$ cat src/rtl/sync_decoder.sv
// Video sync decoder: measures line/frame timing from async h/v sync and tracks lock.
// Optional SYNC_DECODER_GLITCH_FILTER_EN adds a 3-sample majority filter on each synced input.
module sync_decoder #(
  parameter int H_W         = 11,
  parameter int V_W         = 10,
  parameter int LOCK_FRAMES = 2
) (
  input  logic           osc_clk,
  input  logic           RESET,
  input  logic           h_sync_in,
  input  logic           v_sync_in,
  output logic [H_W-1:0] pix_x,
  output logic [V_W-1:0] pix_y,
  output logic [H_W-1:0] h_total,
  output logic [V_W-1:0] v_total,
  output logic           locked,
  output logic           frame_start,
  output logic           lock_lost
);

  typedef enum logic [1:0] {
    SEARCH  = 2'd0,
    MEASURE = 2'd1,
    LOCKED  = 2'd2
  } state_t;

  localparam logic [H_W-1:0] X_ONE  = {{(H_W-1){1'b0}}, 1'b1};
  localparam logic [V_W-1:0] Y_ONE  = {{(V_W-1){1'b0}}, 1'b1};
  localparam logic [2:0]     LOCK_N = 3'(LOCK_FRAMES);

  // Reset asserts asynchronously but releases on a clock edge.
  logic [1:0] rst_sync_q;
  logic       rst_n_int;

  always_ff @(posedge osc_clk or negedge RESET) begin
    if (!RESET) rst_sync_q <= '0;
    else        rst_sync_q <= {rst_sync_q[0], 1'b1};
  end

  assign rst_n_int = rst_sync_q[1];

  logic [1:0] hs_meta_q, vs_meta_q;
  logic       hs_lvl, vs_lvl;
  logic       hs_prev_q, vs_prev_q;
  logic       hs_start, vs_start;

  always_ff @(posedge osc_clk or negedge rst_n_int) begin
    if (!rst_n_int) begin
      hs_meta_q <= '1;
      vs_meta_q <= '1;
    end else begin
      hs_meta_q <= {hs_meta_q[0], h_sync_in};
      vs_meta_q <= {vs_meta_q[0], v_sync_in};
    end
  end

`ifdef SYNC_DECODER_GLITCH_FILTER_EN
  logic [1:0] hs_win_q, vs_win_q;
  logic       hs_filt_q, vs_filt_q;

  function automatic logic maj3(input logic a, input logic b, input logic c);
    return (a & b) | (a & c) | (b & c);
  endfunction

  always_ff @(posedge osc_clk or negedge rst_n_int) begin
    if (!rst_n_int) begin
      hs_win_q  <= '1;
      vs_win_q  <= '1;
      hs_filt_q <= 1'b1;
      vs_filt_q <= 1'b1;
    end else begin
      hs_win_q  <= {hs_win_q[0], hs_meta_q[1]};
      vs_win_q  <= {vs_win_q[0], vs_meta_q[1]};
      hs_filt_q <= maj3(hs_meta_q[1], hs_win_q[0], hs_win_q[1]);
      vs_filt_q <= maj3(vs_meta_q[1], vs_win_q[0], vs_win_q[1]);
    end
  end

  assign hs_lvl = hs_filt_q;
  assign vs_lvl = vs_filt_q;
`else
  assign hs_lvl = hs_meta_q[1];
  assign vs_lvl = vs_meta_q[1];
`endif

  assign hs_start = hs_prev_q & ~hs_lvl;
  assign vs_start = vs_prev_q & ~vs_lvl;

  state_t         state_q, state_d;
  logic [2:0]     cnt_q, cnt_d, cnt_inc;
  logic [H_W-1:0] pix_x_q, pix_x_d, h_total_q, h_total_d, ref_q, ref_d;
  logic [V_W-1:0] pix_y_q, pix_y_d, v_total_q, v_total_d;
  logic           first_q, first_d, bad_q, bad_d;
  logic           locked_q, frame_start_q, frame_start_d, lock_lost_q, lock_lost_d;
  logic           sat, line_bad, frame_ok, loss;
  logic [H_W-1:0] x_inc;
  logic [V_W-1:0] y_inc, pyi;

  always_comb begin
    sat      = &pix_x_q;
    x_inc    = sat ? pix_x_q : pix_x_q + X_ONE;
    y_inc    = (&pix_y_q) ? pix_y_q : pix_y_q + Y_ONE;
    // Line count as it stands after this cycle's line start, so a coincident hs is counted.
    pyi      = hs_start ? y_inc : pix_y_q;
    line_bad = hs_start & ~first_q & (x_inc != ref_q);
    frame_ok = ~(bad_q | line_bad) & (pyi == v_total_q);
    loss     = sat | (hs_start & (x_inc != h_total_q)) | (vs_start & (pyi != v_total_q));
    cnt_inc  = cnt_q + 3'd1;

    pix_x_d   = hs_start ? '0 : x_inc;
    pix_y_d   = vs_start ? '0 : pyi;
    h_total_d = hs_start ? x_inc : h_total_q;
    v_total_d = vs_start ? pyi : v_total_q;

    first_d = first_q;
    bad_d   = bad_q;
    ref_d   = ref_q;
    if (vs_start) begin
      first_d = 1'b1;
      bad_d   = 1'b0;
    end else if (hs_start) begin
      if (first_q) begin
        ref_d   = x_inc;
        first_d = 1'b0;
      end else begin
        bad_d = bad_q | line_bad;
      end
    end

    state_d = state_q;
    cnt_d   = cnt_q;
    case (state_q)
      SEARCH: begin
        cnt_d = '0;
        if (!sat && vs_start) state_d = MEASURE;
      end
      MEASURE: begin
        if (sat) begin
          state_d = SEARCH;
          cnt_d   = '0;
        end else if (vs_start) begin
          if (!frame_ok) begin
            cnt_d = '0;
          end else if (cnt_inc >= LOCK_N) begin
            state_d = LOCKED;
            cnt_d   = '0;
          end else begin
            cnt_d = cnt_inc;
          end
        end
      end
      LOCKED: begin
        if (loss) begin
          state_d = SEARCH;
          cnt_d   = '0;
        end
      end
      default: begin
        state_d = SEARCH;
        cnt_d   = '0;
      end
    endcase

    frame_start_d = vs_start & (state_q == LOCKED) & (state_d == LOCKED);
    lock_lost_d   = (state_q == LOCKED) & (state_d == SEARCH);
  end

  always_ff @(posedge osc_clk or negedge rst_n_int) begin
    if (!rst_n_int) begin
      hs_prev_q     <= 1'b1;
      vs_prev_q     <= 1'b1;
      state_q       <= SEARCH;
      cnt_q         <= '0;
      pix_x_q       <= '0;
      pix_y_q       <= '0;
      h_total_q     <= '0;
      v_total_q     <= '0;
      ref_q         <= '0;
      first_q       <= 1'b1;
      bad_q         <= 1'b0;
      locked_q      <= 1'b0;
      frame_start_q <= 1'b0;
      lock_lost_q   <= 1'b0;
    end else begin
      hs_prev_q     <= hs_lvl;
      vs_prev_q     <= vs_lvl;
      state_q       <= state_d;
      cnt_q         <= cnt_d;
      pix_x_q       <= pix_x_d;
      pix_y_q       <= pix_y_d;
      h_total_q     <= h_total_d;
      v_total_q     <= v_total_d;
      ref_q         <= ref_d;
      first_q       <= first_d;
      bad_q         <= bad_d;
      locked_q      <= (state_d == LOCKED);
      frame_start_q <= frame_start_d;
      lock_lost_q   <= lock_lost_d;
    end
  end

  assign pix_x       = pix_x_q;
  assign pix_y       = pix_y_q;
  assign h_total     = h_total_q;
  assign v_total     = v_total_q;
  assign locked      = locked_q;
  assign frame_start = frame_start_q;
  assign lock_lost   = lock_lost_q;

endmodule

$ cat config.mk
export PLATFORM = sky130hd
export DESIGN_NAME = sync_decoder
export DESIGN_NICKNAME = d
export VERILOG_FILES = /design/src/rtl/sync_decoder.sv
export SDC_FILE = /design/constraint.sdc
export NUM_CORES = 1
export LEC_CHECK = 0
export BUFFER_PORTS_ARGS = -buffer_cell sky130_fd_sc_hd__clkbuf_2
export CAP_MARGIN = 10
export CORE_MARGIN = 2
export CORE_UTILIZATION = 45
export DETAILED_ROUTE_END_ITERATION = 8
export GPL_ROUTABILITY_DRIVEN = 0
export PLACE_DENSITY_LB_ADDON = 0.15
export SYNTH_ARGS = -nofsm -noshare
export SYNTH_HDL_FRONTEND = slang
export SYNTH_SLANG_ARGS = --single-unit
$ cat constraint.sdc
create_clock -name osc_clk -period 2.9 [get_ports osc_clk]
set_clock_uncertainty 0.05 [all_clocks]
set_input_delay 0.725 -clock osc_clk [delete_from_list [all_inputs] [get_ports osc_clk]]
set_output_delay 0.725 -clock osc_clk [all_outputs]
set_load 0.005 [all_outputs]
Yosys cells after proc, flatten, opt, wreduce, memory -nomap -nowiden

Index checks and enable logic that the tools add are counted.
Widths: inputs -> output; s select.

Output and inout bits: 45
Register bits after elaboration: 71
Logic and storage cells: 82

$lt $le $gt $ge: 1
Bitwise logic cells: 18
Reduce and logical (&&, ||, !) cells: 10
Add/sub/neg operators: 3
Muxes and demuxes: 23
Eq/ne operators: 10

Operators by type and width:

| operator              | number |
|---|---|
| $mux 10               | 3 |
| $mux 11               | 2 |
| $ne 11x11->1          | 2 |
| $mux 3                | 5 |
| $mux 2                | 6 |
| $add 11x1->11 const B | 1 |
| $reduce_and 11->1     | 1 |
| $add 10x1->10 const B | 1 |
| $and 1x1->1           | 10 |
| $eq 10x10->1          | 1 |
| $ne 10x10->1          | 1 |
| $reduce_and 10->1     | 1 |
| $pmux 2 s3            | 1 |
| $pmux 3 s2            | 1 |
| $mux 1                | 5 |
| $not 1->1             | 5 |
| $eq 2x2->1 const B    | 2 |
| $logic_not 2->1       | 2 |
| $ne 2x2->1 const B    | 2 |
| $reduce_and 2->1      | 2 |
| $add 3x1->3 const B   | 1 |
| $ge 3x2->1 const B    | 1 |
| $ne 3x3->1 const B    | 1 |
| $or 1x1->1            | 3 |
| other kinds (5)       | 5 |

Depth between registers and ports, before layout

Gate-level depths: netlist (run 1).

Depth in word-level cells: 13
Mapped depth: 10
Depth with buffers taken out: 9

Least setup slack after synthesis (run 1)

OpenSTA, ideal clock, no wires.

Path type: register to register
Start point: register pix_y_q[0], in the netlist pix_y[0]
End point: register cnt_q[0]
Path slack: -0.091 ns
Data arrival time: 2.814 ns
Buffers on the path: 1
Setup time: 0.127 ns
Required time: 2.723 ns
Stages on the path, launching flop included: 11
Cell sequence: dfrtp_1 ha_1 and4_1 buf_6 a311oi_1 or4_1 or4_1 or3_4 o21ai_4 a31oi_4 mux2i_1

Longest elaborated chain between the ends: 9
Elaborated cells on any way between the ends: 15
Classes of those cells: add/sub (1); eq/ne (3); mux (6); bitwise (3); reduce/logical (2)

RTL lines:

| element                                            | RTL line | text |
|---|---|---|
| start, declared                                    | 92       | `logic [V_W-1:0] pix_y_q, pix_y_d, v_total_q, v_total_d;` |
| start signal, assigned                             | 190      | `pix_y_q <= pix_y_d;` |
| $add 10x1->10 or $reduce_and 10->1 (tied branches) | 102      | `y_inc = (&pix_y_q) ? pix_y_q : pix_y_q + Y_ONE;` |
| $mux 10                                            | 102      |  |
| $mux 10 *                                          | 104      | `pyi = hs_start ? y_inc : pix_y_q;` |
| $eq 10x10->1                                       | 106      | `frame_ok = ~(bad_q \| line_bad) & (pyi == v_total_q);` |
| $and 1x1->1                                        | 106      |  |
| $mux 3                                             | 142      | `if (!frame_ok) begin` |
| $mux 3                                             | 141      | `end else if (vs_start) begin` |
| $mux 3                                             | 138      | `if (sat) begin` |
| $pmux 3 s2                                         | 132      | `case (state_q)` |
| end signal, assigned                               | 188      | `cnt_q <= cnt_d;` |
| end, declared                                      | 90       | `logic [2:0] cnt_q, cnt_d, cnt_inc;` |

Every way passes the cells marked *; elsewhere a longest branch is shown, timed or not. The select of a mux whose other input is x is not followed.
A chain may end at the register's enable or synchronous reset.

Worst setup path after layout (run 1)

Start point: register hs_prev_q
End point: register state_q[1]

Longest elaborated chain between the ends: 10
Elaborated cells on any way between the ends: 18
Classes of those cells: eq/ne (2); mux (6); bitwise (10)

RTL lines:

| element                   | RTL line | text |
|---|---|---|
| start, declared           | 44       | `logic hs_prev_q, vs_prev_q;` |
| start signal, assigned    | 185      | `hs_prev_q <= hs_lvl;` |
| $and 1x1->1 *             | 86       | `assign hs_start = hs_prev_q & ~hs_lvl;` |
| $and 1x1->1 (2 in series) | 105      | `line_bad = hs_start & ~first_q & (x_inc != ref_q);` |
| $or 1x1->1                | 106      |  |
| $not 1->1                 | 106      |  |
| $and 1x1->1               | 106      |  |
| $mux 2                    | 142      |  |
| $mux 2                    | 141      |  |
| $mux 2                    | 138      |  |
| $pmux 2 s3 *              | 132      |  |
| named net state_d[1]      | 89       | `state_t state_q, state_d;` |
| end signal, assigned      | 187      | `state_q <= state_d;` |
| end, declared             | 89       |  |

The timed path passes the listed nets; every way through them passes the cells marked *.

==> impl_metrics.env, run 1 <==
export IMPL_outcome="completed"
export IMPL_combPwrFrac=0.302
export IMPL_fin_cells=642
export IMPL_rr_startpoint="hs_prev_q"
export IMPL_critical_path_top_delay_family="simple AND/OR/NAND/NOR gates"
export IMPL_crit_arrival_ns=3.11
export IMPL_grt_pass1_wl_microns=17500
export IMPL_grt_pass1_vias=3585
export IMPL_cp_start_kind="flip-flop"
export IMPL_synth_edf_count=0
export IMPL_async_flop_share=1.00
export IMPL_htree_num_levels=3
export IMPL_detail_route_antenna_nets=0
export IMPL_power_mw=3.29
export IMPL_min_period_ns=2.90
export IMPL_clock_latency_ns=0.35
export IMPL_p_leak_nw=2.35
export IMPL_power_switching_mw=1.06
export IMPL_start_util=0.462
export IMPL_dp_cells=619
export IMPL_seqPwrFrac=0.384
export IMPL_drc=0
export IMPL_synth_area_sq_um=4010
export IMPL_crit_slowest_cell="dfstp_2"
export IMPL_rsz0062_at_grt="yes"
export IMPL_worstPathRequired_ns=3.11
export IMPL_reg2reg_depth=8
export IMPL_grt_ovfl_total=0
export IMPL_power_density_nw_per_um2=642
export IMPL_diodes=0
export IMPL_post_drt_via_cell_ratio=5.60
export IMPL_cts_inserted_buffers=9
export IMPL_cp_cell_sequence="and4b_1 > a21oi_1 > or4_1 > or4_4 > or3_4 > o21ai_4 > nand4_1 > o31ai_4"
export IMPL_clockPowerShare=0.314
export IMPL_yosysSeqAreaShare=0.445
export IMPL_synth_most_common_cell="dfrtp_1"
export IMPL_drtIter0Drc=171
export IMPL_clockBufferDepth=2
export IMPL_coreArea_sq_um=8680
export IMPL_r2r_setup_slack_ns=0.001
export IMPL_p_int_mw=2.23
export IMPL_fin_area_sq_um=5130
export IMPL_avgRoutedWirePerCell_microns=17.0
export IMPL_drive_gt1_frac=0.318
export IMPL_antenna_found_initial=0
export IMPL_slowest_delay_ns=0.56
export IMPL_die_area_sq_um=9690
export IMPL_place_port_buffers=48
export IMPL_maxCapViolations=0
export IMPL_drt_first_pass_iters=5
export IMPL_synth_fp_nets=438
export IMPL_cts_sinks=71
export IMPL_nets=537
export IMPL_synth_avg_cell_area_sq_um=9.33
export IMPL_worst_hold_slack_ns=0.0931
export IMPL_fmax_mhz=345
export IMPL_synth_seq_cells=71
export IMPL_critPathMaxFanout=5
export IMPL_cts_clk_slew_worst_paths_ns=0.08
export IMPL_syn_instance_count=430
export IMPL_yosys_warnings=0
export IMPL_placed_area_sq_um=4700
export IMPL_finalCritPeriodShare=1.00
export IMPL_slew_violations=0
export IMPL_die_width_microns=98.4
export IMPL_syn_to_final_growth_pct=27.9
export IMPL_swShare=0.322
export IMPL_vias=3592
export IMPL_synth_common_cells="dfrtp_1, nand2_1, o21ai_0"
export IMPL_crit_type="flip-flop to flip-flop"
export IMPL_max_vdd_ir_drop_mv=0.300
export IMPL_critPathBufInv=0
export IMPL_wl_microns=10900
export IMPL_end_kind="flip-flop"
export IMPL_yosysTopAreaCellShare=0.399
export IMPL_die_y_microns=98.4
export IMPL_yosys_area_top_type="dfrtp_1"
export IMPL_ys_types=71
export IMPL_tightest_slew_ns=1.01
export IMPL_hpwl_microns=7920
export IMPL_synth_ff_type="dfrtp_1"
export IMPL_hold_violations=0
export IMPL_rows=34
export IMPL_ios=49
export IMPL_root_buffer="clkbuf_8"
export IMPL_r2r_end="state_q[1]"
export IMPL_grt_max_degree=49
export IMPL_hp_class="input port to asynchronous set/reset pin"
export IMPL_ctsHoldBuffers=0
export IMPL_setup_viol=0
export IMPL_grt_use_total=0.227
export IMPL_ys_top_cells_by_area="dfrtp_1, o21ai_0, dfstp_2"
export IMPL_max_slew_margin=0.324
export IMPL_cts_tree="yes"
==> layer usage <==
metal,global-route usage,up-vias,share of wire
met2,0.395,129,0.50
met5,0,-,0
met4,0.0991,0,0.027
met3,0.0340,22,0.049
met1,0.281,1708,0.42
li1,-,1733,-
==> cell usage in the layout (no fill, tap or decap), types with 3 or more instances in the layout <==
cell type / n
buf_4: 62
mux2i_1: 11
o21ai_0: 42
nand4_1: 7
a21oi_1: 8
a211oi_1: 4
dfrtp_2: 5
bufinv_16: 3
nor4_1: 3
and2_1: 3
xor2_1: 16
nor2b_1: 4
clkbuf_2: 48
nand2_1: 48
xnor2_1: 15
nand2b_1: 12
o22ai_1: 3
a31oi_1: 5
nand3_1: 17
nor2_1: 33
nor3_1: 7
and3_1: 7
dfrtp_1: 59
clkbuf_8: 12
o211ai_1: 4
a2bb2oi_1: 3
nand4b_1: 3
dfstp_2: 7
inv_1: 17
==> how the worst max path moves through the flow <==
stage                             to  cells past startpoint       from  slack, ns
after floorplan             cnt_q[0]                     10   pix_y[0]       0.02
after global placement    state_q[0]                      9   pix_x[1]       0.04
after detailed placement  state_q[1]                      9   pix_x[1]      -0.11
after CTS                     locked                      8   pix_x[3]      0.009
after global routing      state_q[1]                      9  hs_prev_q      -0.15
final                     state_q[1]                      8  hs_prev_q      0.001
==> power groups by stage <==
stage	clock network (mW)	registers, mW	logic, mW
2_1_floorplan	0	1.25	0.567
5_1_grt	1.09	1.28	1.09
3_5_place_dp	0	1.27	0.887
4_1_cts	1.06	1.25	0.934
3_3_place_gp	0	1.26	0.873
6_report	1.03	1.26	0.994
==> worst reg2reg max path, stage by stage (launching register included) <==
cell	delay (ns)
dfstp_2	0.56
and4b_1	0.21
a21oi_1	0.08
or4_1	0.51
or4_4	0.42
or3_4	0.37
o21ai_4	0.23
nand4_1	0.24
o31ai_4	0.13
==> registers in the layout (all words and copies together) (netlist names) <==
register / cells
lock_lost: 1
v_total: 10
pix_x: 11
hs_meta_q: 2
rst_sync_q: 2
bad_q: 1
state_q: 2
pix_y: 10
ref_q: 11
h_total: 11
hs_prev_q: 1
cnt_q: 3
vs_prev_q: 1
frame_start: 1
locked: 1
vs_meta_q: 2
first_q: 1
==> through the flow <==
stage	util	TNS (ns)	setup WS, ns
2_1_floorplan	-	0	0.0206
3_3_place_gp	0.542	0	0.0373
4_1_cts	0.577	0	0.00930
5_1_grt	0.591	-0.671	-0.154
6_report	0.591	0	0.00144
3_5_place_dp	0.542	-0.284	-0.110
==> repair_timing <==
item | CTS | global route
gates resized for setup | 6 | 21
endpoints found under the hold margin | 0 | 0
gates cloned | 0 | 0
setup buffers | 1 | 6
pin swaps | 1 | 12
endpoints found under the setup margin | 6 | 8
==> logic make-up after synthesis <==
logic type,Yosys count,synth area share
AOI/OAI and AO/OA,102,0.177
xor gates and xnor gates,31,0.0677
adders and majority gates,4,0.0125
buffers and inverters,41,0.0487
DFF,71,0.445
muxes,12,0.0303
other,1,0.000935
and+or+nand+nor,168,0.218
==> cell type report <==
cell class | instances | area [sq um]
flip-flops and latches | 71 | 1790
inverters | 17 | 63.8
well taps | 108 | 135
clock inverters | 4 | 98.8
clock buffers | 12 | 165
multi-input cells | 318 | 2150
repair buffers | 112 | 728
fillers | 793 | 3550
Power figures use the tool's default switching activity.
==> inputs of run 2 (changes only) <==
--- a/config.mk
+++ b/config.mk
@@ -5,6 +5,7 @@
 export SDC_FILE = /design/constraint.sdc
 export NUM_CORES = 1
 export LEC_CHECK = 0
+export ABC_AREA = 1
 export BUFFER_PORTS_ARGS = -buffer_cell sky130_fd_sc_hd__clkbuf_2
 export CAP_MARGIN = 10
 export CORE_MARGIN = 2
==> impl_metrics.env, run 2 <==
export IMPL_die_area_sq_um=9440
export IMPL_yosysTopAreaCellShare=0.410
export IMPL_yosysSeqAreaShare=0.457
export IMPL_cts_resized=0
export IMPL_diodes=0
export IMPL_rows=33
export IMPL_async_flop_share=1.00
export IMPL_grt_max_degree=38
export IMPL_ctsHoldBuffers=0
export IMPL_synth_fp_nets=538
export IMPL_ys_top_cells_by_area="dfrtp_1, nand2_1, nand3_1"
export IMPL_critPathMaxFanout=28
export IMPL_outcome="completed"
export IMPL_max_slew_margin=0.476
export IMPL_hpwl_microns=6630
export IMPL_post_drt_via_cell_ratio=4.99
export IMPL_hold_violations=0
export IMPL_critical_path_top_delay_family="simple AND/OR/NAND/NOR gates"
export IMPL_yosys_warnings=0
export IMPL_cp_cell_sequence="ha_1 > nand2_2 > nor2_8 > nand3_4 > nand3_2 > inv_1 > nand2_1 > nand3b_1 > nor2_1 > nand2_1 > a21oi_2 > nand2_2 > nand3_1 > nand2_1"
export IMPL_critPathBufInv=1
export IMPL_ys_types=32
export IMPL_finalCritPeriodShare=0.891
export IMPL_vias=3459
export IMPL_worst_hold_slack_ns=0.0916
export IMPL_nets=591
export IMPL_clockBufferDepth=2
export IMPL_antenna_found_initial=0
export IMPL_grt_pass1_vias=3214
export IMPL_synth_most_common_cell="nand2_1"
export IMPL_crit_arrival_ns=2.77
export IMPL_crit_start="pix_x[0]"
export IMPL_wl_microns=8930
export IMPL_layout_commonest_cell="nand2_1"
export IMPL_die_y_microns=97.2
export IMPL_p_leak_nw=2.40
export IMPL_synth_ff_type="dfrtp_1"
export IMPL_cts_sinks=71
export IMPL_syn_to_final_growth_pct=15.2
export IMPL_hp_class="input port to asynchronous set/reset pin"
export IMPL_min_period_ns=2.58
export IMPL_synth_avg_cell_area_sq_um=7.37
export IMPL_layout_common_cells="nand2_1, inv_1, dfrtp_1"
export IMPL_detail_route_antenna_nets=0
export IMPL_tightest_slew_ns=0.787
export IMPL_clock_latency_ns=0.35
export IMPL_rr_startpoint="pix_x[0]"
export IMPL_cts_clk_slew_worst_paths_ns=0.08
export IMPL_maxCapViolations=0
export IMPL_start_util=0.471
export IMPL_ios=49
export IMPL_root_buffer="clkbuf_8"
export IMPL_fmax_mhz=387
export IMPL_cts_inserted_buffers=9
export IMPL_grt_pass1_wl_microns=15000
export IMPL_crit_slowest_cell="dfrtp_1"
export IMPL_end_kind="flip-flop"
export IMPL_drive_gt1_frac=0.163
export IMPL_htree_num_levels=3
export IMPL_drc=0
export IMPL_worstPathRequired_ns=3.08
export IMPL_coreArea_sq_um=8300
export IMPL_r2r_end="cnt_q[0]"
export IMPL_synth_common_cells="nand2_1, inv_1, dfrtp_1"
export IMPL_grt_ovfl_total=0
export IMPL_synth_edf_count=0
export IMPL_crit_type="flip-flop to flip-flop"
export IMPL_power_density_nw_per_um2=600
export IMPL_drt_first_pass_iters=4
export IMPL_reg2reg_depth=14
export IMPL_setup_viol=0
export IMPL_fillerInstances=794
export IMPL_cp_start_kind="flip-flop"
export IMPL_max_vdd_ir_drop_mv=0.318
export IMPL_layout_setup_ws_ns=0.317
export IMPL_dp_slack_ns=0.245
export IMPL_die_width_microns=97.2
export IMPL_rsz0062_at_grt="no"
export IMPL_grt_use_total=0.196
export IMPL_syn_instance_count=530
export IMPL_r2r_setup_slack_ns=0.32
export IMPL_synth_seq_cells=71
export IMPL_fin_setup_tns_ns=0
export IMPL_fin_util=0.542
export IMPL_drtIter0Drc=161
export IMPL_synth_area_sq_um=3900
export IMPL_yosys_area_top_type="dfrtp_1"
export IMPL_place_port_buffers=48
export IMPL_slew_violations=0
export IMPL_post_cts_setup_buffers=0
export IMPL_cts_tree="yes"
export IMPL_avgRoutedWirePerCell_microns=12.9
export IMPL_crit_path_frequent_cell="nand2_1"
export IMPL_slowest_delay_ns=0.44
run 2: cell count changes in the layout (fill, tap and decap cells not counted), moves of 6 or more:
cell | before | now
nand4_1 | 7 | 13
xor2_1 | 16 | 2
nand3_1 | 17 | 59
buf_4 | 62 | 5
nand3b_1 | 1 | 7
and3_1 | 7 | 0
o21ai_0 | 42 | 35
nand2_1 | 48 | 175
mux2i_1 | 11 | 0
xnor2_1 | 15 | 3
nor2_1 | 33 | 43
nand2b_1 | 12 | 0
inv_1 | 17 | 68
run 2: cell type report:
cell class                      count  area [sq um]  area share
Clock inverter                      5          82.6      0.0184
Sequential cell                    71          1790       0.397
Inverter                           69           259      0.0576
Clock buffer                       11           141      0.0314
Tap cell                          105           131      0.0292
Timing Repair Buffer               54           298      0.0662
Multi-Input combinational cell    378          1800       0.400
run 2: cells by family (layout without fill, tap and decap cells):
kind of cell               Yosys count  count (layout)  share of synthesized area
DFF                                 71              71                      0.457
AOI/OAI and AO/OA                   51              51                     0.0689
and+or+nand+nor                    317             317                      0.366
xor gates and xnor gates             5               5                     0.0112
buffers and inverters               81             139                     0.0833
other                                1               1                   0.000960
adders and majority gates            4               4                     0.0128
run 2: power breakdown:
group / switching [mW] / internal, mW / total, mW
Sequential: 0.118 / 1.10 / 1.22
Clock: 0.370 / 0.510 / 0.880
Combinational: 0.374 / 0.229 / 0.603
run 2: worst max-delay path by stage:
stage | endpoint | slack (ns) | cells past startpoint
4_1_cts | cnt_q[0] | 0.21 | 14
6_report | cnt_q[0] | 0.32 | 14
2_1_floorplan | bad_q | 0.74 | 0
3_5_place_dp | cnt_q[0] | 0.24 | 14
3_3_place_gp | cnt_q[0] | 0.33 | 14
5_1_grt | locked | 0.01 | 15
run 2: worst register-to-register path, stage by stage (launching register included):
cell	delay, ns
dfrtp_1	0.44
ha_1	0.26
nand2_2	0.13
nor2_8	0.18
nand3_4	0.28
nand3_2	0.24
inv_1	0.08
nand2_1	0.06
nand3b_1	0.07
nor2_1	0.16
nand2_1	0.12
a21oi_2	0.15
nand2_2	0.11
nand3_1	0.10
nand2_1	0.05
run 2: routing by layer:
layer  up-vias  routed length (microns)  GRT usage
li1       1794                        -          -
met1      1602                     4420      0.278
met2        53                     4090      0.307
met3        10                      272     0.0273
met4         0                      143     0.0726
met5         -                        0          0
run 2: metrics by stage:
stage	total power [mW]	instance area [sq um]	std cells
floorplan	1.64	3910	530
CTS	2.73	4490	693
global placement	1.83	4270	677
global route	2.90	4500	693
finish	2.70	4500	693
detailed placement	1.84	4270	677
